[config.mk]
export PLATFORM = sky130hd
export DESIGN_NAME = mem_arbiter
export DESIGN_NICKNAME = d
export VERILOG_FILES = /design/src/rtl/mem_arb_pkg.sv /design/src/rtl/mem_arbiter.sv
export SDC_FILE = /design/constraint.sdc
export NUM_CORES = 1
export LEC_CHECK = 0
export ABC_AREA = 0
export BUFFER_PORTS_ARGS = -buffer_cell sky130_fd_sc_hd__clkbuf_2
export CAP_MARGIN = 20
export CORE_AREA = 5 5 288 290
export CTS_BUF_LIST = sky130_fd_sc_hd__clkbuf_8 sky130_fd_sc_hd__clkbuf_16
export DETAILED_ROUTE_END_ITERATION = 10
export DIE_AREA = 0 0 293 295
export PLACE_DENSITY = 0.52
export REMOVE_ABC_BUFFERS = 1
export SYNTH_ARGS = -nofsm -noshare
export SYNTH_HDL_FRONTEND = slang
export SYNTH_SLANG_ARGS = --single-unit
export TNS_END_PERCENT = 5
[constraint.sdc]
create_clock -name clk -period 14.75 [get_ports clk]
set_input_delay 0.7375 -clock clk [delete_from_list [all_inputs] [get_ports clk]]
set_output_delay 0.7375 -clock clk [all_outputs]
set_load 0.01 [all_outputs]
[src/rtl/mem_arb_pkg.sv]
// Shared types and helpers for the memory-port arbiter between icache and dcache.
package mem_arb_pkg;

  localparam int unsigned ADDR_W_DEF = 32;
  localparam int unsigned LINE_W_DEF = 128;

  typedef enum logic [1:0] {IDLE, BUSY, RESP} state_t;
  typedef enum logic {REQ_IC, REQ_DC} req_id_t;

  // Round-robin pick: a tie goes to whoever did not win last time.
  function automatic req_id_t rr_pick(input logic ic_req, input logic dc_req, input req_id_t last);
    if (ic_req && dc_req) begin
      return (last == REQ_IC) ? REQ_DC : REQ_IC;
    end else if (ic_req) begin
      return REQ_IC;
    end
    return REQ_DC;
  endfunction

endpackage

[src/rtl/mem_arbiter.sv]
// Arbitrates one main-memory line port between icache refills and dcache refills/writebacks.
module mem_arbiter
  import mem_arb_pkg::*;
#(
  parameter int unsigned ADDR_W = ADDR_W_DEF,
  parameter int unsigned LINE_W = LINE_W_DEF
) (
  input  logic              clk,
  input  logic              rst,
  input  logic              ic_req_i,
  input  logic [ADDR_W-1:0] ic_addr_i,
  output logic              ic_ack_o,
  output logic [LINE_W-1:0] ic_rdata_o,
  input  logic              dc_req_i,
  input  logic              dc_we_i,
  input  logic [ADDR_W-1:0] dc_addr_i,
  input  logic [LINE_W-1:0] dc_wdata_i,
  output logic              dc_ack_o,
  output logic [LINE_W-1:0] dc_rdata_o,
  output logic              mem_req_o,
  output logic              mem_we_o,
  output logic [ADDR_W-1:0] mem_addr_o,
  output logic [LINE_W-1:0] mem_wdata_o,
  input  logic              mem_ack_i,
  input  logic [LINE_W-1:0] mem_rdata_i
);

  state_t  state, state_d;
  req_id_t last_gnt, gnt_id;
  req_id_t pick_c;
  logic    grant_c;
  logic    done_c;

  always_ff @(posedge clk or posedge rst) begin
    if (rst) state <= IDLE;
    else     state <= state_d;
  end

  always_comb begin
    state_d = state;
    grant_c = 1'b0;
    done_c  = 1'b0;
    pick_c  = rr_pick(ic_req_i, dc_req_i, last_gnt);
    case (state)
      IDLE: begin
        if (ic_req_i || dc_req_i) begin
          grant_c = 1'b1;
          state_d = BUSY;
        end
      end
      BUSY: begin
        if (mem_ack_i) begin
          done_c  = 1'b1;
          state_d = RESP;
        end
      end
      RESP:    state_d = IDLE;
      default: state_d = IDLE;
    endcase
  end

  // Memory-side outputs double as the latched transaction registers.
  always_ff @(posedge clk or posedge rst) begin
    if (rst) begin
      last_gnt    <= REQ_DC;
      gnt_id      <= REQ_IC;
      mem_req_o   <= 1'b0;
      mem_we_o    <= 1'b0;
      mem_addr_o  <= '0;
      mem_wdata_o <= '0;
      ic_ack_o    <= 1'b0;
      dc_ack_o    <= 1'b0;
      ic_rdata_o  <= '0;
      dc_rdata_o  <= '0;
    end else begin
      ic_ack_o <= 1'b0;
      dc_ack_o <= 1'b0;
      if (grant_c) begin
        gnt_id    <= pick_c;
        last_gnt  <= pick_c;
        mem_req_o <= 1'b1;
        if (pick_c == REQ_DC) begin
          mem_we_o    <= dc_we_i;
          mem_addr_o  <= dc_addr_i;
          mem_wdata_o <= dc_wdata_i;
        end else begin
          mem_we_o   <= 1'b0;
          mem_addr_o <= ic_addr_i;
        end
      end
      // Ack pulse and data land together so they are valid during RESP.
      if (done_c) begin
        mem_req_o <= 1'b0;
        if (gnt_id == REQ_IC) begin
          ic_ack_o   <= 1'b1;
          ic_rdata_o <= mem_rdata_i;
        end else begin
          dc_ack_o   <= 1'b1;
          dc_rdata_o <= mem_rdata_i;
        end
      end
    end
  end

endmodule

Word level (Yosys, flattened, before mapping)
Index checks and enable logic that the tools add are counted.
{"block": "word_totals", "input_bits": 326, "out_inout_bits": 420, "regBits": 424}
{"block": "classes", "bitwise": 1, "n_eq_ne": 3, "n_mux": 21, "n_reduce_logical": 8}
{"cell": "$mux 32", "count": 1}
{"cell": "$mux 1", "count": 17}
{"cell": "$reduce_and 2->1", "count": 4}
{"cell": "$mux 2", "count": 2}
{"cell": "$ne 2x2->1 const B", "count": 2}
{"cell": "$pmux 2 s2", "count": 1}
{"cell": "$eq 2x1->1 const B", "count": 1}
{"cell": "$logic_not 2->1", "count": 1}
{"cell": "$reduce_bool 2->1", "count": 1}
{"cell": "$logic_and 1x1->1", "count": 1}
{"cell": "$logic_or 1x1->1", "count": 1}
{"cell": "$not 1->1", "count": 1}

Logic depth before layout (Yosys ltp)
{"block": "logic_depth", "ltp_word": 5, "ltp_mapped": 7}

Worst setup path after synthesis
Ideal clock, no wire load.
{"block": "synth_path", "path_type": "input -> register", "from": "input port ic_req_i", "to": "register mem_wdata_o[100]", "cell_stages": 6, "setup_time_ns": 0.125, "arrival_time_ns": 1.733, "slack_ns": 12.892, "n_path_buf": 3, "cell_sequence": "buf_6 -> nand2_1 -> and3_4 -> buf_6 -> buf_8 -> mux2_4"}
{"block": "synth_between", "elab_chain_cells": 4}
{"element": "from (decl)", "line_no": "mem_arbiter.sv:10", "source": "input logic ic_req_i,"}
{"element": "$mux 1 (tied with other cells)", "line_no": "mem_arb_pkg.sv:14", "source": "end else if (ic_req) begin"}
{"element": "$mux 1, on equally long branches", "line_no": "mem_arb_pkg.sv:12, mem_arbiter.sv:46"}
{"element": "$mux 1, on equally long branches", "line_no": "mem_arb_pkg.sv:17, mem_arbiter.sv:44"}
{"element": "$reduce_and 2->1 (no line) (*)"}
{"element": "to (signal assigned)", "line_no": "mem_arbiter.sv:85", "source": "mem_wdata_o <= dc_wdata_i;"}
{"element": "to (decl)", "line_no": "mem_arbiter.sv:23", "source": "output logic [LINE_W-1:0] mem_wdata_o,"}
Every way passes the cells marked *; elsewhere a longest branch is shown, timed or not.
A chain may end at the register's enable or synchronous reset.

Worst setup path after layout
{"block": "layout_path", "from": "register state[0]", "to": "register mem_wdata_o[126]"}
{"block": "layout_between", "elab_chain_cells": 3}
{"element": "from (decl)", "line_no": "mem_arbiter.sv:28", "source": "state_t state, state_d;"}
{"element": "from (signal assigned)", "line_no": "mem_arbiter.sv:36", "source": "else state <= state_d;"}
{"element": "$logic_not 2->1", "line_no": "mem_arbiter.sv:44", "source": "case (state)"}
{"element": "$mux 1", "line_no": "mem_arbiter.sv:44"}
{"element": "$reduce_and 2->1 (no line)"}
No other way between the ends.

==> flow_metrics.tcl <==
set metrics [dict create \
    outcome "finished clean" \
    cts_buffers 49 \
    nNetsFinal 2094 \
    syn-cell-area_um2 17300 \
    drive_gt1_share_pct 67.3 \
    yosysSeqAreaShare_pct 61.5 \
    critPathMostFrequentCell "buf_4" \
    grt.total_usage_pct 11.9 \
    synth_seq_cells 424 \
    die_y_um 295 \
    peakVddDrop_v 0.000119 \
    vias 11532 \
    yosys-top-cells-area "dfrtp_1 61%, mux2_4 18%, mux2_2 11%" \
    startpoint "state[0]$_DFFE_PP0P_" \
    synthMostInstantiatedCell "dfrtp_1" \
    rows 104 \
    finalSetupTns_ns 0 \
    max_slew_margin_pct 29.8 \
    drt_iter0_markers 480 \
    fin_skew_ns 0.0117 \
    synth-xor-area-share_pct 0 \
    routabilityCongestion 0.879 \
    hold_buffers 0 \
    synthArstFlopShare_pct 100 \
    endpoint_kind "flop" \
    final_core_util_pct 29.2 \
    cts_tree "yes" \
    critPathMaxFanout 55 \
    worst_slack_ns 10.68 \
    fin_hold_ws_ns 0.354 \
    synth_top_family_by_area "multiplexers" \
    clockBufferDepth 3 \
    dp.final_hpwl_mm 41.6 \
    path_buf_inv 2 \
    die_w_um 293 \
    overflow 0 \
    muxShareOfSynthArea_pct 29.6 \
    startpoint_type "flop" \
    reg2reg_slack_ns 10.68 \
    dpl_cell_area_um2 21700 \
    cp_top_family "buffers and inverters" \
    period_minus_slack_ns 4.07 \
    required_ns 15.20 \
    drv_cap 0 \
    clock.fmax_mhz 245 \
    rsz0062_at_grt "false" \
    stdcell_area_um2 23400 \
    arrival_ns 4.52 \
    cp_cell_sequence "nor2_4, and3_4, buf_4, buf_4, mux2_2" \
    ys.flop_type "dfrtp_1" \
    portBuffers 745 \
    setup_violations 0 \
    hold_viol_final 0 \
    hp-class "in2async" \
    yosys-top-cells-count "423 x dfrtp_1, 209 x mux2_4, 163 x mux2_2" \
    criticalPathCategory "reg2reg" \
    yosysUniqueCellTypes 29 \
    ctsHtreeMaxLevel 2 \
    timing.rr.end "mem_wdata_o[126]$_DFFE_PP0P_" \
    clk_pin_slew_ns 0.06 \
    grt_pass1_wl_mm 81.0 \
    synthSimpleGateAreaFrac_pct 1.54 \
    area_growth_pct 35.6 \
    clock-root-buffer "clkbuf_16" \
    synth_area_per_cell_um2 16.8 \
    instances_no_fill 2866 \
    die_area_um2 86400 \
    synth_top_area_share_pct 61.3 \
    post-place-ws_ns 10.57 \
    worstMarginPinSlew_ns 1.05 \
    synth-edff-count 0 \
    grt_max_degree 156 \
    synthCells 1026 \
    cpPeakStageDelay_ns 0.85 \
    yosysTopAreaCell "dfrtp_1" \
    synth_fa_ha_area_share_pct 0 \
    cts_setup_buffers 0 \
    coreArea_um2 80000 \
    viasPerCell 4.02 \
    worstSetupPathDepth 5 \
    drv_slew 0 \
    drc 0 \
    antenna_found_initial 2 \
    ant_nets 0 \
    detail_route.first_pass.iterations 5 \
    cellPowerDensity_nw_per_um2 238 \
    grt_pass1_vias 12617 \
    cts_sinks 424 \
    leakage_nw 11.7 \
    final.period_utilization_pct 27.6 \
    total_power_mw 5.57 \
    worstRegToRegCells 5 \
    start_util_pct 21.6 \
    finalWirelength_mm 55.1 \
    clkLatencyLatePin_ns 0.57 \
    synth_warnings 0 \
    synth_compound_area_share_pct 3.18 \
    post_cts_resize_count 0 \
    crit_slowest_cell "buf_4" \
    ios 746 \
    placed_cells 2777 \
    r2r_start "state[0]$_DFFE_PP0P_" \
    wire_per_inst_um 19.2 \
]
## cells by family after synthesis
logic type,count (synthesis)
DFF,424
muxes,384
AOI/OAI and AO/OA,100
buffers and inverters,71
and+or+nand+nor,47
## where the power goes
part	total (mW)	internal (mW)	switching, mW
logic	2.22	1.16	1.06
clock network	1.23	0.740	0.485
registers	2.12	1.76	0.357
## worst reg2reg max path, stage by stage, from the launching register on
cell,delay [ns]
dfrtp_1,0.44
nor2_4,0.68
and3_4,0.67
buf_4,0.81
buf_4,0.92
mux2_2,0.45
## final cells by class
type,instances,area [µm²]
Fill cell,8207,56600
Sequential cell,424,10600
Multi-Input combinational cell,531,5940
Timing Repair Buffer,758,3850
Clock buffer,65,1460
Tap cell,1060,1330
Clock inverter,22,191
Inverter,4,22.5
Antenna cell,2,5.00
## metal layers
metal  global-route usage, %  vias to the layer above  wire [µm]  share of wire, %
met2                    20.6                      451      27800                50
met3                    3.03                      116       3680               6.7
met5                       0                        -          0                 0
met4                    5.02                        0       2400               4.3
met1                    14.2                     5806      21300                39
li1                        -                     5159          -                 -
## worst max-delay path by stage
stage | endpoint | slack [ns]
3_5_place_dp | mem_wdata_o[112]$_DFFE_PP0P_ | 10.57
6_report | mem_wdata_o[126]$_DFFE_PP0P_ | 10.68
3_3_place_gp | mem_wdata_o[122]$_DFFE_PP0P_ | 10.64
4_1_cts | mem_wdata_o[126]$_DFFE_PP0P_ | 10.72
2_1_floorplan | dc_ack_o$_DFF_PP0_ | 2.21
5_1_grt | mem_wdata_o[114]$_DFFE_PP0P_ | 10.55
## layout by cell type (no fill, tap or decap), types with 2 or more instances in the layout
cell type | Yosys | final
o21ai_0 | 33 | 33
dfrtp_1 | 423 | 423
mux2_4 | 209 | 209
nand2b_1 | 2 | 2
a21oi_1 | 32 | 32
inv_1 | 3 | 13
buf_4 | 3 | 11
clkbuf_8 | 0 | 15
nor2_4 | 1 | 2
bufinv_16 | 0 | 3
clkbuf_16 | 0 | 50
o21a_1 | 2 | 2
mux2_1 | 12 | 12
a31oi_1 | 32 | 32
diode_2 | 0 | 2
mux2_2 | 163 | 163
nand3_1 | 33 | 33
nand2_1 | 4 | 4
clkinvlp_4 | 0 | 2
clkbuf_2 | 0 | 745
clkinv_2 | 0 | 4
## registers in the layout, indices dropped and copies added (netlist names), 2 cells and up
signal / count
dc_rdata_o: 128
ic_rdata_o: 128
mem_addr_o: 32
mem_wdata_o: 128
state: 2
Power figures use the tool's default switching activity.
